--- src/rtl/ysyx_22041071_mem_pkg.sv ---
// Shared widths, access-size encodings, opcodes and FSM states for the
// ysyx_22041071 memory stage.
package ysyx_22041071_mem_pkg;

    localparam int ADDR_BUS = 64;
    localparam int DATA_BUS = 64;
    localparam int INS_BUS  = 32;

    localparam logic [1:0] SZ_B = 2'd0;
    localparam logic [1:0] SZ_H = 2'd1;
    localparam logic [1:0] SZ_W = 2'd2;
    localparam logic [1:0] SZ_D = 2'd3;

    localparam logic [6:0] OP_LOAD  = 7'b0000011;
    localparam logic [6:0] OP_STORE = 7'b0100011;

    typedef enum logic {
        S_IDLE = 1'b0,
        S_WAIT = 1'b1
    } mem_state_e;

    typedef struct packed {
        logic [ADDR_BUS-1:0] pc;
        logic [INS_BUS-1:0]  ins;
        logic                rwen;
        logic [4:0]          rd;
        logic [DATA_BUS-1:0] alu;
        logic                load;
    } mem_pend_t;

    function automatic logic [7:0] size_mask(input logic [1:0] sz);
        logic [7:0] m;
        unique case (sz)
            SZ_B:    m = 8'h01;
            SZ_H:    m = 8'h03;
            SZ_W:    m = 8'h0F;
            default: m = 8'hFF;
        endcase
        return m;
    endfunction

endpackage

--- src/rtl/ysyx_22041071_mem_stage_lsu_align.sv ---
// Byte-lane alignment: store mask/data generation and load extraction with
// sign/zero extension, keyed on access size, signedness and lane offset.
module ysyx_22041071_lsu_align
    import ysyx_22041071_mem_pkg::*;
(
    input  logic [1:0]          size_i,
    input  logic                unsigned_i,
    input  logic [2:0]          off_i,
    input  logic [DATA_BUS-1:0] st_data_i,
    input  logic [DATA_BUS-1:0] ld_raw_i,
    output logic [7:0]          wmask_o,
    output logic [DATA_BUS-1:0] wdata_o,
    output logic [DATA_BUS-1:0] ld_data_o,
    output logic                misalign_o
);

    logic [5:0]          bit_off;
    logic [DATA_BUS-1:0] sh;

    always_comb begin
        bit_off    = {off_i, 3'b000};
        wmask_o    = size_mask(size_i) << off_i;
        wdata_o    = st_data_i << bit_off;
        sh         = ld_raw_i >> bit_off;
        ld_data_o  = sh;
        misalign_o = 1'b0;
        unique case (size_i)
            SZ_B: begin
                ld_data_o = unsigned_i ? {56'b0, sh[7:0]}
                                       : {{56{sh[7]}}, sh[7:0]};
            end
            SZ_H: begin
                ld_data_o  = unsigned_i ? {48'b0, sh[15:0]}
                                        : {{48{sh[15]}}, sh[15:0]};
                misalign_o = off_i[0];
            end
            SZ_W: begin
                ld_data_o  = unsigned_i ? {32'b0, sh[31:0]}
                                        : {{32{sh[31]}}, sh[31:0]};
                misalign_o = |off_i[1:0];
            end
            default: begin
                ld_data_o  = sh;
                misalign_o = |off_i;
            end
        endcase
    end

endmodule

--- src/rtl/ysyx_22041071_mem_stage.sv ---
// MEM stage: accepts EX records, runs one blocking req/ack data-memory
// access for loads/stores, and presents a registered record to WB.
module ysyx_22041071_mem_stage
    import ysyx_22041071_mem_pkg::*;
(
    input  logic                clk,
    input  logic                reset,
    input  logic                valid5,
    output logic                ready5,
    input  logic [ADDR_BUS-1:0] PC5,
    input  logic [INS_BUS-1:0]  Ins4,
    input  logic                MEM_W_en3,
    input  logic                WB_sel3,
    input  logic                reg_w_en3,
    input  logic [DATA_BUS-1:0] rt_data2,
    input  logic [4:0]          rdest2,
    input  logic [DATA_BUS-1:0] ALU_result1,
    output logic                mem_req,
    output logic                mem_we,
    output logic [ADDR_BUS-1:0] mem_addr,
    output logic [DATA_BUS-1:0] mem_wdata,
    output logic [7:0]          mem_wmask,
    input  logic                mem_ack,
    input  logic [DATA_BUS-1:0] mem_rdata,
    output logic                valid6,
    input  logic                ready6,
    output logic [ADDR_BUS-1:0] PC6,
    output logic [INS_BUS-1:0]  Ins5,
    output logic                reg_w_en4,
    output logic [4:0]          rdest3,
    output logic [DATA_BUS-1:0] wb_data,
    output logic                misalign
);

    mem_state_e          state_q, state_d;
    mem_pend_t           pend_q;
    logic [1:0]          sz_q;
    logic                uns_q;
    logic [2:0]          off_q;
    logic                mem_req_q, mem_we_q, valid6_q, rwen4_q;
    logic [ADDR_BUS-1:0] mem_addr_q, pc6_q;
    logic [DATA_BUS-1:0] mem_wdata_q, wb_q;
    logic [7:0]          mem_wmask_q;
    logic [INS_BUS-1:0]  ins5_q;
    logic [4:0]          rd3_q;

    logic                memop, acc, fill_pt, fill_mem;
    logic [1:0]          al_size;
    logic                al_uns, al_mis;
    logic [2:0]          al_off;
    logic [7:0]          al_wmask;
    logic [DATA_BUS-1:0] al_wdata, al_ld;

    always_comb begin
        state_d = state_q;
        ready5  = 1'b0;
        unique case (state_q)
            S_IDLE: begin
                ready5 = !valid6_q | ready6;
                if (valid5 && ready5 && memop)
                    state_d = S_WAIT;
            end
            S_WAIT: begin
                if (mem_ack)
                    state_d = S_IDLE;
            end
        endcase
    end

    assign memop    = MEM_W_en3 | WB_sel3;
    assign acc      = valid5 & ready5;
    assign fill_pt  = acc & !memop;
    assign fill_mem = (state_q == S_WAIT) & mem_ack;
    assign misalign = acc & memop & al_mis & !reset;

    // In WAIT the aligner serves load extraction from latched parameters.
    assign al_size = (state_q == S_WAIT) ? sz_q  : Ins4[13:12];
    assign al_uns  = (state_q == S_WAIT) ? uns_q : Ins4[14];
    assign al_off  = (state_q == S_WAIT) ? off_q : ALU_result1[2:0];

    ysyx_22041071_lsu_align u_align (
        .size_i     (al_size),
        .unsigned_i (al_uns),
        .off_i      (al_off),
        .st_data_i  (rt_data2),
        .ld_raw_i   (mem_rdata),
        .wmask_o    (al_wmask),
        .wdata_o    (al_wdata),
        .ld_data_o  (al_ld),
        .misalign_o (al_mis)
    );

    always_ff @(posedge clk) begin
        if (reset) begin
            state_q     <= S_IDLE;
            pend_q      <= '0;
            sz_q        <= SZ_B;
            uns_q       <= 1'b0;
            off_q       <= 3'd0;
            mem_req_q   <= 1'b0;
            mem_we_q    <= 1'b0;
            mem_addr_q  <= '0;
            mem_wdata_q <= '0;
            mem_wmask_q <= '0;
            valid6_q    <= 1'b0;
            pc6_q       <= '0;
            ins5_q      <= '0;
            rwen4_q     <= 1'b0;
            rd3_q       <= '0;
            wb_q        <= '0;
        end else begin
            state_q <= state_d;
            if (acc && memop) begin
                pend_q      <= '{pc: PC5, ins: Ins4, rwen: reg_w_en3,
                                 rd: rdest2, alu: ALU_result1,
                                 load: WB_sel3 & !MEM_W_en3};
                sz_q        <= Ins4[13:12];
                uns_q       <= Ins4[14];
                off_q       <= ALU_result1[2:0];
                mem_req_q   <= 1'b1;
                mem_we_q    <= MEM_W_en3;
                mem_addr_q  <= {ALU_result1[63:3], 3'b000};
                mem_wdata_q <= al_wdata;
                mem_wmask_q <= al_wmask;
            end
            if (fill_mem)
                mem_req_q <= 1'b0;
            if (fill_pt) begin
                pc6_q   <= PC5;
                ins5_q  <= Ins4;
                rwen4_q <= reg_w_en3;
                rd3_q   <= rdest2;
                wb_q    <= ALU_result1;
            end else if (fill_mem) begin
                pc6_q   <= pend_q.pc;
                ins5_q  <= pend_q.ins;
                rwen4_q <= pend_q.rwen & pend_q.load;
                rd3_q   <= pend_q.rd;
                wb_q    <= pend_q.load ? al_ld : pend_q.alu;
            end
            if (fill_pt || fill_mem)
                valid6_q <= 1'b1;
            else if (valid6_q && ready6)
                valid6_q <= 1'b0;
        end
    end

    assign mem_req   = mem_req_q;
    assign mem_we    = mem_we_q;
    assign mem_addr  = mem_addr_q;
    assign mem_wdata = mem_wdata_q;
    assign mem_wmask = mem_wmask_q;
    assign valid6    = valid6_q;
    assign PC6       = pc6_q;
    assign Ins5      = ins5_q;
    assign reg_w_en4 = rwen4_q;
    assign rdest3    = rd3_q;
    assign wb_data   = wb_q;

endmodule

--- config.mk ---
export PLATFORM = sky130hd
export DESIGN_NAME = ysyx_22041071_mem_stage
export DESIGN_NICKNAME = d
export VERILOG_FILES = /design/src/rtl/ysyx_22041071_mem_pkg.sv /design/src/rtl/ysyx_22041071_mem_stage_lsu_align.sv /design/src/rtl/ysyx_22041071_mem_stage.sv
export SDC_FILE = /design/constraint.sdc
export NUM_CORES = 1
export LEC_CHECK = 0
export ABC_AREA = 1
export ABC_CLOCK_PERIOD_IN_PS = 4500
export CAP_MARGIN = 20
export CORE_AREA = 2 2 239 241
export CTS_CLUSTER_SIZE = 40
export DETAILED_ROUTE_END_ITERATION = 16
export DIE_AREA = 0 0 241 243
export PLACE_DENSITY = 0.62
export SYNTH_ARGS = -nofsm -noshare
export SYNTH_HDL_FRONTEND = slang
export SYNTH_SLANG_ARGS = --single-unit
export TNS_END_PERCENT = 30
--- constraint.sdc ---
create_clock -name clk -period 4.5 [get_ports clk]
set_input_delay 0.675 -clock clk [delete_from_list [all_inputs] [get_ports clk]]
set_output_delay 0.675 -clock clk [all_outputs]
set_load 0.05 [all_outputs]
Word-level counts from Yosys, hierarchy flattened
Index checks and enable logic that the tools add are counted.
- bits in registers: 476
- bits of input ports: 301
- shift-type cells: 3
- reduce and logical (&&, ||, !) cells: 15
- bitwise operators: 11
- equal/unequal tests: 2
- multiplexer cells: 26
- operators by type and width (operator ; number):
    $mux W64 ; 8
    $pmux W64 S3 ; 1
    $mux W32 ; 2
    $shl A64 B6 Y64 ; 1
    $shr A64 B6 Y64 ; 1
    $pmux W8 S3 ; 1
    $mux W5 ; 2
    $and A1 B1 Y1 ; 8
    $mux W1 ; 8
    $shl A8 B3 Y8 ; 1
    $logic_and A1 B1 Y1 ; 4
    $logic_not A1 Y1 ; 4
    $reduce_bool A2 Y1 ; 2
    $reduce_or A2 Y1 ; 2
    $mux W3 ; 1
    $pmux W1 S3 ; 1
    $reduce_or A3 Y1 ; 1
    $eq A2 B1 Y1 const B ; 1
    $eq A2 B2 Y1 const B ; 1
    $logic_not A2 Y1 ; 1
    $mux W2 ; 1
    $or A1 B1 Y1 ; 2
    $pmux W1 S2 ; 1
    $logic_or A1 B1 Y1 ; 1
    $not A1 Y1 ; 1

Depth between registers and ports, before layout
- depth after elaboration: 7
- depth in mapped cells: 14

Cells and area by module
Synthesis repeated with hierarchy kept, for this count alone.
- cells, all modules: 3651
- area, all modules: 22619.2 sq um
- by module, submodules not included (module ; sequential area each (sq um) ; cells an instance ; area each (sq um) ; instances):
    ysyx_22041071_mem_stage ; 8187.9 ; 2823 ; 18769.3 ; 1
    ysyx_22041071_lsu_align ; 0.0 ; 828 ; 3849.9 ; 1

Worst setup path before layout
Ideal clock, no wire load.
- kind: input to output
- start: input ready6
- end: output misalign
- required time: 3.825 ns
- slack: 0.729 ns
- arrival: 3.096 ns
- cell stages on the path: 7
- path buffers: 1
- path through: nor2_1 -> nor2_2 -> nand2_1 -> nor2_4 -> nand2_1 -> clkbuf_1 -> a211oi_1
- longest elaborated chain between the ends: 6
- RTL lines (item ; RTL line ; text):
    start, declared ; ysyx_22041071_mem_stage.sv:26 ; input logic ready6,
    $or A1 B1 Y1 ; ysyx_22041071_mem_stage.sv:59 ; ready5 = !valid6_q | ready6;
    $mux W1 ; ysyx_22041071_mem_stage.sv:57 ; unique case (state_q)
    net ready5 ; ysyx_22041071_mem_stage.sv:9 ; output logic ready5,
    $and A1 B1 Y1 ; ysyx_22041071_mem_stage.sv:71 ; assign acc = valid5 & ready5;
    $and A1 B1 Y1 (3 in a row) ; ysyx_22041071_mem_stage.sv:74 ; assign misalign = acc & memop & al_mis & !reset;
    end, declared ; ysyx_22041071_mem_stage.sv:32 ; output logic misalign
The timed path passes the listed nets, and every way through them passes these cells.

Worst setup path in the final report
- start: register state_q
- end: output misalign
- longest elaborated chain between the ends: 5
- RTL lines (item ; RTL line ; text):
    start, declared ; ysyx_22041071_mem_stage.sv:35 ; mem_state_e state_q, state_d;
    start signal, assigned ; ysyx_22041071_mem_stage.sv:112 ; state_q <= state_d;
    $mux W2, or another cell as far along ; ysyx_22041071_mem_stage.sv:77 ; assign al_size = (state_q == S_WAIT) ? sz_q : Ins4[13:12];
    $eq A2 B2 Y1, or another cell as far along ; ysyx_22041071_mem_stage_lsu_align.sv:27 ; unique case (size_i)
    $pmux W1 S3 / $and A1 B1 Y1 (equally long branches) ; ysyx_22041071_mem_stage_lsu_align.sv:27, ysyx_22041071_mem_stage.sv:74 ;
    $and A1 B1 Y1 (*) (2 in a row) ; ysyx_22041071_mem_stage.sv:74 ;
Mark *: on every way between the ends. The rest lies on a longest branch, timed or not.

==> flow_metrics.env <==
export IMPL_outcome="complete, no violations"
export IMPL_grt_pass1_wl_um=132000
export IMPL_clkLatencyLatePin_ns=0.59
export IMPL_rr_startpoint="state_q"
export IMPL_dieArea_um2=58600
export IMPL_routed_wl_um=89900
export IMPL_rows=87
export IMPL_start_util=0.360
export IMPL_hold_path_cell_count=2
export IMPL_grt_max_degree=100
export IMPL_p_leak_nw=10.9
export IMPL_async_reset_ff_frac=0
export IMPL_synth_top_family_by_area="compound AO/OA/AOI/OAI gates"
export IMPL_min_to="pend_q[10]"
export IMPL_yosys_area_share_simple=0.226
export IMPL_rr_worst_depth=12
export IMPL_tns_ns=0
export IMPL_crit_type="reg -> out"
export IMPL_fp_dieH_um=243
export IMPL_ios=608
export IMPL_synthMuxAreaShare=0.00348
export IMPL_r2r_end="wb_data[26]"
export IMPL_dp_slack_ns=0.710
export IMPL_worst_pin_slew_ns=1.09
export IMPL_synth_fa_ha_area_frac=0
export IMPL_drt_pass1_iter_count=6
export IMPL_synth_most_common_cell="nand2_1"
export IMPL_cts_tree="done"
export IMPL_ys_seq_area_frac=0.406
export IMPL_swShare=0.338
export IMPL_drc=0
export IMPL_gp_congestion=0.927
export IMPL_ys_warn_count=0
export IMPL_postLayoutCellArea_um2=27600
export IMPL_place_area_um2=26100
export IMPL_synth_edff_count=0
export IMPL_syn_to_final_growth_pct=37.1
export IMPL_rsz0062_at_grt="false"
export IMPL_clkPwrFrac=0.361
export IMPL_post_cts_resized=0
export IMPL_synth_cells=2946
export IMPL_hpwl_um=65000
export IMPL_clockBufferDepth=3
export IMPL_drt_iter0_drc=1591
export IMPL_fillers=5690
export IMPL_core_um2=56000
export IMPL_cts_hold_buf=0
export IMPL_post_cts_buffers=0
export IMPL_timing_fmax_mhz=258
export IMPL_synth_ff_type="dfxtp_1"
export IMPL_synth_top_area_share=0.406
export IMPL_relSlewSlack=0.274
export IMPL_cts_buffers=47
export IMPL_p_sw_mw=3.61
export IMPL_drive_gt1_frac=0.0470
export IMPL_synth_xor_area_frac=0
export IMPL_hp_start="pend_q[10]"
export IMPL_synthTopCellsByCount="nand2_1, dfxtp_1, inv_1"
export IMPL_final_hold_violation_count=0
export IMPL_ys_ff_latch=409
export IMPL_min_period_ns=3.87
export IMPL_cp_start_kind="flop"
export IMPL_cts_root_buffer="clkbuf_16"
export IMPL_antenna_found_initial=8
export IMPL_htreeDepth=2
export IMPL_cp_required_ns=3.83
export IMPL_cts_clk_slew_worst_paths_ns=0.06
export IMPL_drv_slew=0
export IMPL_power_mw=10.7
export IMPL_r2r_slack_ns=0.79
export IMPL_yosysTopAreaCell="dfxtp_1"
export IMPL_critPathMaxFanout=36
export IMPL_synth_cell_types=39
export IMPL_crit_path_end_kind="output port"
export IMPL_cp_arrival_ns=3.19
export IMPL_post_drt_wl_per_cell_um=21.7
export IMPL_nets=3650
export IMPL_seqPwrFrac=0.376
export IMPL_vias_per_cell=5.28
export IMPL_grt_pass1_vias=21100
export IMPL_maxCapViolations=0
export IMPL_synth_top_cells_by_area="dfxtp_1, nand2_1, inv_1"
export IMPL_vias=21900
export IMPL_pwr_share_comb=0.263
export IMPL_ir_worst_vdd_uv=263
export IMPL_portBuffers=604
export IMPL_syn_avg_cell_area_um2=6.84
export IMPL_hp_class="reg -> reg"
export IMPL_fin_util=0.494
export IMPL_grt_overflow=0
export IMPL_p_per_area_nw_per_um2=386
export IMPL_die_x_um=241
export IMPL_timing_final_crit_share=0.860
export IMPL_setup_viol=0
export IMPL_synth_compound_area_share=0.227
export IMPL_postRouteAntennaNets=0
export IMPL_p_int_mw=7.06
export IMPL_finalClockSkew_ns=0.0249
export IMPL_netlist_area_um2=20200
export IMPL_grt_use_total=0.295
export IMPL_fin_ws_ns=0.631
export IMPL_numClockSinks=409
[worst max-delay path, stage by stage (launching register included)]
cell      delay [ns]
dfxtp_1         0.81
inv_2           0.20
nand2_4         0.39
nand2_4         0.34
nor2_2          0.36
a211oi_1        0.13
buf_4           0.20
buf_12          0.15
[through the flow]
| step | hold WS, ns | instances |
|---|---|---|
| after global routing | 0.493 | 4145 |
| after CTS | 0.471 | 4141 |
| after global placement | 0.455 | 4056 |
| final | 0.468 | 4146 |
| after floorplan | 0.444 | 2948 |
| after detailed placement | 0.462 | 4056 |
[per-layer routing]
| metal | routed length [µm] | GRT usage | vias up |
|---|---|---|---|
| li1 | - | - | 10500 |
| met1 | 35500 | 0.350 | 10400 |
| met2 | 44600 | 0.512 | 804 |
| met3 | 7140 | 0.0799 | 137 |
| met4 | 2650 | 0.0908 | 8 |
| met5 | 63 | 0.00168 | - |
[area by class of cell]
type | instances | area, µm² | area share
Sequential cell | 409 | 8190 | 0.296
Clock buffer | 71 | 1400 | 0.0506
Inverter | 341 | 1290 | 0.0466
Tap cell | 756 | 946 | 0.0342
Multi-Input combinational cell | 1906 | 9250 | 0.335
Clock inverter | 14 | 149 | 0.00539
Timing Repair Buffer | 644 | 6390 | 0.231
Antenna cell | 5 | 12.5 | 0.000453
[cell families after synthesis]
kind of cell,after synthesis
AND/OR/NAND/NOR,1100
AO/OA/AOI/OAI,796
buffers and inverters,633
flip-flops,409
multiplexers,7
other,1
[worst max path at each step]
| stage | slack, ns | depth (start not counted) | from | endpoint |
|---|---|---|---|---|
| after floorplan | 0.73 | 7 | ready6 | misalign |
| after global placement | 0.72 | 12 | ALU_result1[0] | wb_data[27] |
| after detailed placement | 0.71 | 12 | ALU_result1[0] | wb_data[26] |
| after CTS | 0.63 | 7 | state_q | misalign |
| after global routing | 0.44 | 9 | state_q | misalign |
| final | 0.63 | 7 | state_q | misalign |
[power groups by stage]
stage | clock (mW) | sequential [mW] | combinational (mW)
final | 3.85 | 4.01 | 2.81
after global routing | 4.07 | 4.03 | 3.00
after detailed placement | 0 | 4.08 | 2.79
after floorplan | 0 | 4.45 | 1.36
after CTS | 3.92 | 4.01 | 2.80
after global placement | 0 | 4.07 | 2.78
[state kept, by name, summed over array words and instances (netlist names)]
signal and flops:
Ins5 32, rdest3 5, PC6 64, wb_data 64, valid6 1, mem_req 1
mem_wmask 8, mem_we 1, pend_q 167, state_q 1, reg_w_en4 1, mem_wdata 64
[layout by cell type (no fill, tap or decap), types with 6 or more instances in the layout]
cell type        instances
clkdlybuf4s50_1        602
nand2_1                571
dfxtp_1                408
inv_1                  328
nor2_1                 269
a21oi_1                243
o21ai_0                220
nand3_1                195
o22ai_1                118
a31oi_1                 61
clkbuf_16               48
a22o_1                  39
buf_4                   37
o211ai_1                36
nand4_1                 33
o21ai_1                 32
a22oi_1                 19
clkbuf_1                12
inv_2                   11
clkbuf_8                11
o31ai_1                  9
or2_2                    8
mux2i_1                  7
o221ai_1                 7
nand2_2                  6
a211oi_1                 6
clkinv_2                 6
Power figures use the tool's default switching activity.
